===== src/rtl/latent_grant_responder_pkg.sv =====
// Shared issue-path constants: parameter defaults and credit-count width
// for the latent grant responder and its arbiter.
package latent_grant_responder_pkg;

    localparam int unsigned DEF_N         = 8;
    localparam int unsigned DEF_P         = 2;
    localparam int unsigned DEF_GRANT_LAT = 2;
    localparam int unsigned DEF_CREDITS   = 2;
    localparam int unsigned CNT_W         = 3;

    // Width of an index into n entries; never narrower than one bit.
    function automatic int unsigned idx_width(input int unsigned n);
        return (n > 1) ? $clog2(n) : 1;
    endfunction

endpackage


===== src/rtl/latent_grant_responder_rr_pick.sv =====
// Round-robin picker: grants the first requester found scanning upward
// from ptr, wrapping modulo P. Purely combinational.
module rr_pick
    import latent_grant_responder_pkg::*;
#(
    parameter int unsigned P     = DEF_P,
    parameter int unsigned PTR_W = idx_width(P)
) (
    input  logic [P-1:0]     req,
    input  logic [PTR_W-1:0] ptr,
    output logic [P-1:0]     win,
    output logic             any
);

    logic [PTR_W-1:0] idx;

    // Scan from ptr and keep only the first requester seen.
    always_comb begin
        win = '0;
        idx = '0;
        for (int unsigned i = 0; i < P; i++) begin
            idx = PTR_W'((32'(ptr) + i) % P);
            if (win == '0 && req[idx]) begin
                win[idx] = 1'b1;
            end
        end
    end

    assign any = |req;

endmodule


===== src/rtl/latent_grant_responder.sv =====
// Credit-limited request acceptor: picks one eligible port per cycle,
// holds it in flight, and pulses its grant a fixed latency later.
module latent_grant_responder
    import latent_grant_responder_pkg::*;
#(
    parameter int unsigned N         = DEF_N,
    parameter int unsigned P         = DEF_P,
    parameter int unsigned GRANT_LAT = DEF_GRANT_LAT,
    parameter int unsigned CREDITS   = DEF_CREDITS
) (
    input  logic             clk,
    input  logic             rst,
    input  logic [P-1:0]     req_vld,
    input  logic [P*N-1:0]   req_pick,
    input  logic             op_done,
    output logic [P-1:0]     grant,
    output logic [N-1:0]     grant_pick,
    output logic [CNT_W-1:0] credit_cnt
);

    localparam int unsigned      IDX_W    = idx_width(P);
    localparam logic [CNT_W-1:0] CRED_MAX = CNT_W'(CREDITS);

    logic [IDX_W-1:0]     rr_ptr;
    logic [P-1:0]         in_flight;
    logic [P-1:0]         eligible;
    logic [P-1:0]         win;
    logic                 accept;
    logic [IDX_W-1:0]     win_idx;
    logic [N-1:0]         accept_pick;
    logic [CNT_W-1:0]     cnt_q;
    logic                 credit_ret;
    logic [GRANT_LAT-1:0] pipe_vld;
    logic [IDX_W-1:0]     pipe_idx  [GRANT_LAT];
    logic [N-1:0]         pipe_pick [GRANT_LAT];
    logic [P-1:0]         grant_raw;

    assign eligible = req_vld & ~in_flight & {P{cnt_q != '0}};

    rr_pick #(
        .P     (P),
        .PTR_W (IDX_W)
    ) u_rr_pick (
        .req (eligible),
        .ptr (rr_ptr),
        .win (win),
        .any (accept)
    );

    // Encode the one-hot winner into an index and select its pick.
    always_comb begin
        win_idx     = '0;
        accept_pick = '0;
        for (int unsigned p = 0; p < P; p++) begin
            if (win[p]) begin
                win_idx     = IDX_W'(p);
                accept_pick = req_pick[p*N +: N];
            end
        end
    end

    // Decode the last pipeline stage into a one-hot grant.
    always_comb begin
        grant_raw = '0;
        for (int unsigned p = 0; p < P; p++) begin
            if (pipe_vld[GRANT_LAT-1] && pipe_idx[GRANT_LAT-1] == IDX_W'(p)) begin
                grant_raw[p] = 1'b1;
            end
        end
    end

    // Outputs read as reset values during the rst cycle itself, so a grant
    // already sitting in the last stage cannot escape while rst is high.
    assign grant      = rst ? '0 : grant_raw;
    assign grant_pick = (rst || !pipe_vld[GRANT_LAT-1]) ? '0 : pipe_pick[GRANT_LAT-1];
    assign credit_cnt = rst ? CRED_MAX : cnt_q;

    // Round-robin pointer and per-port in-flight tracking.
    always_ff @(posedge clk) begin
        if (rst) begin
            rr_ptr    <= '0;
            in_flight <= '0;
        end else begin
            if (accept) begin
                rr_ptr <= IDX_W'((32'(win_idx) + 1) % P);
            end
            in_flight <= (in_flight & ~grant_raw) | win;
        end
    end

    // Returned credits are dropped once the pool is already full.
    assign credit_ret = op_done && (cnt_q != CRED_MAX);

    // Credit counter: accept consumes, op_done returns.
    always_ff @(posedge clk) begin
        if (rst) begin
            cnt_q <= CRED_MAX;
        end else begin
            case ({accept, credit_ret})
                2'b10:   cnt_q <= cnt_q - CNT_W'(1);
                2'b01:   cnt_q <= cnt_q + CNT_W'(1);
                default: cnt_q <= cnt_q;
            endcase
        end
    end

    // Latency pipeline valid bits.
    always_ff @(posedge clk) begin
        if (rst) begin
            pipe_vld <= '0;
        end else begin
            pipe_vld[0] <= accept;
            for (int unsigned k = 1; k < GRANT_LAT; k++) begin
                pipe_vld[k] <= pipe_vld[k-1];
            end
        end
    end

    // Latency pipeline payload: winner index and its captured pick.
    always_ff @(posedge clk) begin
        pipe_idx[0]  <= win_idx;
        pipe_pick[0] <= accept_pick;
        for (int unsigned k = 1; k < GRANT_LAT; k++) begin
            pipe_idx[k]  <= pipe_idx[k-1];
            pipe_pick[k] <= pipe_pick[k-1];
        end
    end

endmodule


===== config.mk =====
export PLATFORM = sky130hd
export DESIGN_NAME = latent_grant_responder
export DESIGN_NICKNAME = d
export VERILOG_FILES = /design/src/rtl/latent_grant_responder_pkg.sv /design/src/rtl/latent_grant_responder_rr_pick.sv /design/src/rtl/latent_grant_responder.sv
export SDC_FILE = /design/constraint.sdc
export NUM_CORES = 1
export LEC_CHECK = 0
export BUFFER_PORTS_ARGS = -buffer_cell sky130_fd_sc_hd__buf_4
export CAP_MARGIN = 5
export CORE_MARGIN = 8
export CORE_UTILIZATION = 40
export DETAILED_ROUTE_END_ITERATION = 8
export GPL_ROUTABILITY_DRIVEN = 1
export GPL_TIMING_DRIVEN = 0
export PLACE_DENSITY = 0.68
export SLEW_MARGIN = 10
export SYNTH_ARGS = -nofsm -noshare
export SYNTH_HDL_FRONTEND = slang
export SYNTH_SLANG_ARGS = --single-unit

===== constraint.sdc =====
create_clock -name clk -period 2.4 [get_ports clk]
set_input_delay 0.24 -clock clk [delete_from_list [all_inputs] [get_ports clk]]
set_output_delay 0.24 -clock clk [all_outputs]
set_load 0.05 [all_outputs]

==> metrics.cfg <==
[outcome]
status = complete, no violations

[route]
postRouteAntennaNets = 0
drt_wl_total_mm = 2.38
via_count = 845
detailedRoute.firstIterationViolations = 20
detail_route.drc_violations = 0
routed_via_density = 5.00
pre_repair_dr_iteration_count = 4
routed_wire_length_per_instance_um = 14.1

[clocking]
h_tree_level_count = 1
clkTransAtPathRegs_ns = 0.13
cts_buffer_depth = 2
cts_tree = done
holdBufCountCts = 0
clk_latency_ns = 0.32
tritoncts_num_sinks = 26
clock_tree.root_cell = sky130_fd_sc_hd__clkbuf_4
total_cts_buffers = 3

[min_path]
min_path_cells = 2
hold_class = primary input to register
min_delay_worst_endpoint = pipe_vld[1]$_SDFF_PP0_
hold_crit_start = rst

[floorplanning]
initial_core_util = 0.416
io_pins = 34
dieHeight_um = 66.5
fp.dieArea_um2 = 4420
core.rowCount = 18
die_width_um = 66.5
design.core.area_um2 = 2450

[pwr]
cellLeakagePower_nw = 0.587
power.ir.vdd_worst_v = 0.000653
pwr_density_cell_nw_per_um2 = 951

[sta]
max_clock_freq_mhz = 454
worst_setup_slack_final_ns = 0.199
finalMaxSlewViolations = 0
post-route-period-util = 0.917
timing_worst_slew_pin_value_ns = 0.489
fin_worst_skew_ns = 0.00698
timing.max_slew.rel_slack = 0.673
timing.setup.tns_ns = 0
final_period_minus_worst_setup_slack_ns = 2.20
setup_viol = 0
hold_viol = 0
grt_setup_unrepaired = false

[yosys]
yosysSeqAreaShare = 0.510
synth_nets = 126
synth_cells = 103
synth_seq_cells = 26
yosysWarnings = 0
syn_area_um2 = 1020
synthDistinctLibCells = 26
netlist_top_cells_area = sky130_fd_sc_hd__dfxtp_1 51%, sky130_fd_sc_hd__a41oi_1 6.9%, sky130_fd_sc_hd__a21oi_1 5.9%, sky130_fd_sc_hd__and2_1 5.5%, sky130_fd_sc_hd__nand3_1 4.4%
yosys.area.top_type = sky130_fd_sc_hd__dfxtp_1
syn_area_per_cell_um2 = 9.91
synth_top_cell_area_share = 0.510

[place]
detailed_place_hpwl_mm = 1.75
placement.io_buffers = 33
gpl.final_weighted_congestion = 0.797
place_ws_ns = 0.000207

[final_layout]
syn2layout_area_growth_pct = 31.3
layout-drive-gt1-share = 0.338
insertedDiodeCount = 0
design.final.nets = 164

[global_routing]
grt_overflow_total = 0
antenna_found_initial = 0
grt_util_all_layers = 0.114
grt_max_degree = 14
grt_pass1_vias = 889
grt_first_pass_wirelength_mm = 3.86

[critical_path]
r2r_end = cnt_q[2]$_SDFFE_PP0P_
setup.worst_path.start_class = register
crit_arrival_ns = 2.46
timing.critical_path.to_type = register
path_max_fanout = 12
worst_ep_required_time_ns = 2.66
r2r.worst_path.cells = 8
path_class = register to register
timing.reg2reg.setup_slack_ns = 0.20
start_of_the_worst_register_to_register_path = cnt_q[2]$_SDFFE_PP0P_

[job]
drv_cap = 0

==> area by class of cell <==
cell class | count | area (um^2)
Timing Repair Buffer | 34 | 255
Multi-Input combinational cell | 67 | 458
Sequential cell | 26 | 523
Tap cell | 30 | 37.5
Inverter | 5 | 18.8
Fill cell | 229 | 1110
Buffer | 4 | 25.0
Clock buffer | 3 | 22.5
==> flip-flops by register name, indices dropped and copies added, names as in the netlist <==
register / count
pipe_pick: 16
pipe_idx: 2
cnt_q: 3
rr_ptr: 1
in_flight: 2
pipe_vld: 2
==> repair_timing <==
item / in CTS / in global routing
setup endpoints to repair: 1 / 1
gates cloned: 0 / 0
gates resized for setup: 2 / 3
pin swaps: 1 / 0
setup buffers: 1 / 0
==> worst max-delay path, stage by stage (launching register included) <==
cell,delay [ns]
sky130_fd_sc_hd__dfxtp_2,0.36
sky130_fd_sc_hd__or3_4,0.47
sky130_fd_sc_hd__o21ai_2,0.11
sky130_fd_sc_hd__ha_2,0.20
sky130_fd_sc_hd__inv_1,0.05
sky130_fd_sc_hd__fa_1,0.37
sky130_fd_sc_hd__xor2_1,0.15
sky130_fd_sc_hd__or3_1,0.30
sky130_fd_sc_hd__a21oi_1,0.14
==> report_power, final <==
group / leakage (nW) / internal [mW] / switching, mW / total [mW]
Clock: 0.0138 / 0.0589 / 0.124 / 0.183
Sequential: 0.216 / 0.552 / 0.0637 / 0.616
Combinational: 0.358 / 0.207 / 0.268 / 0.475
==> routing by layer <==
layer	global-route usage	wire (um)	up-vias
met3	0.0453	163	2
met4	0.0400	23	0
met2	0.197	1200	21
li1	-	-	435
met5	0	0	-
met1	0.123	993	387
==> worst max-delay path by stage <==
| stage | startpoint | end | slack [ns] | cells past startpoint |
|---|---|---|---|---|
| floorplan | cnt_q[1]$_SDFFE_PP1P_ | cnt_q[2]$_SDFFE_PP0P_ | 0.16 | 9 |
| global placement | cnt_q[1]$_SDFFE_PP1P_ | cnt_q[2]$_SDFFE_PP0P_ | 0.04 | 9 |
| detailed placement | cnt_q[1]$_SDFFE_PP1P_ | cnt_q[2]$_SDFFE_PP0P_ | 0.0002 | 9 |
| CTS | cnt_q[1]$_SDFFE_PP1P_ | cnt_q[2]$_SDFFE_PP0P_ | 0.01 | 9 |
| global route | cnt_q[2]$_SDFFE_PP0P_ | cnt_q[2]$_SDFFE_PP0P_ | 0.1 | 8 |
| finish | cnt_q[2]$_SDFFE_PP0P_ | cnt_q[2]$_SDFFE_PP0P_ | 0.20 | 8 |
==> through the flow <==
| step | area [um^2] | util | instances | hold WS (ns) | power, mW |
|---|---|---|---|---|---|
| 6_report | 1340 | 0.546 | 169 | 0.0795 | 1.27 |
| 5_1_grt | 1340 | 0.546 | 169 | 0.0663 | 1.36 |
| 4_1_cts | 1340 | 0.545 | 170 | 0.0807 | 1.27 |
| 3_5_place_dp | 1310 | 0.532 | 166 | 0.312 | 1.08 |
| 3_3_place_gp | 1310 | 0.532 | 166 | 0.311 | 1.07 |
| 2_1_floorplan | 1020 | - | 103 | 0.310 | 0.957 |
==> placed cells by master (no fill, tap or decap), types with 2 or more instances in the layout <==
master	Yosys	routed
sky130_fd_sc_hd__o21ai_0	3	2
sky130_fd_sc_hd__and2_1	9	9
sky130_fd_sc_hd__nand3_1	9	9
sky130_fd_sc_hd__nor2_1	4	4
sky130_fd_sc_hd__a21oi_1	12	12
sky130_fd_sc_hd__buf_4	0	34
sky130_fd_sc_hd__nor2b_1	6	6
sky130_fd_sc_hd__inv_1	5	5
sky130_fd_sc_hd__clkbuf_4	0	3
sky130_fd_sc_hd__xor2_1	2	2
sky130_fd_sc_hd__dfxtp_1	26	24
sky130_fd_sc_hd__nand2_1	2	2
sky130_fd_sc_hd__a41oi_1	8	8
sky130_fd_sc_hd__buf_2	3	2
sky130_fd_sc_hd__dfxtp_2	0	2
==> logic make-up after synthesis <==
| family | synth area share |
|---|---|
| AO/OA/AOI/OAI | 0.194 |
| flip-flops | 0.510 |
| AND/OR/NAND/NOR | 0.200 |
| adder cells (fa/ha/maj) | 0.0319 |
| XOR/XNOR | 0.0172 |
| buffers and inverters | 0.0478 |
==> cells in the mapped netlist <==
master and n:
sky130_fd_sc_hd__o21ba_1 1, sky130_fd_sc_hd__nor3_1 1, sky130_fd_sc_hd__nor2b_1 6, sky130_fd_sc_hd__o21ai_0 3, sky130_fd_sc_hd__nand3b_1 1, sky130_fd_sc_hd__or2_2 1
sky130_fd_sc_hd__nor2_1 4, sky130_fd_sc_hd__a21boi_0 1, sky130_fd_sc_hd__or3_1 1, sky130_fd_sc_hd__xor2_1 2, sky130_fd_sc_hd__ha_1 1, sky130_fd_sc_hd__buf_6 1
sky130_fd_sc_hd__and2_1 9, sky130_fd_sc_hd__a21oi_1 12, sky130_fd_sc_hd__and3_1 1, sky130_fd_sc_hd__a211o_1 1, sky130_fd_sc_hd__nand3_1 9, sky130_fd_sc_hd__dfxtp_1 26
sky130_fd_sc_hd__fa_1 1, sky130_fd_sc_hd__inv_1 5, sky130_fd_sc_hd__o311ai_4 1, sky130_fd_sc_hd__or3_4 1, sky130_fd_sc_hd__clkbuf_1 1, sky130_fd_sc_hd__nand2_1 2
sky130_fd_sc_hd__buf_2 3, sky130_fd_sc_hd__a41oi_1 8
Power figures use the tool's default switching activity.
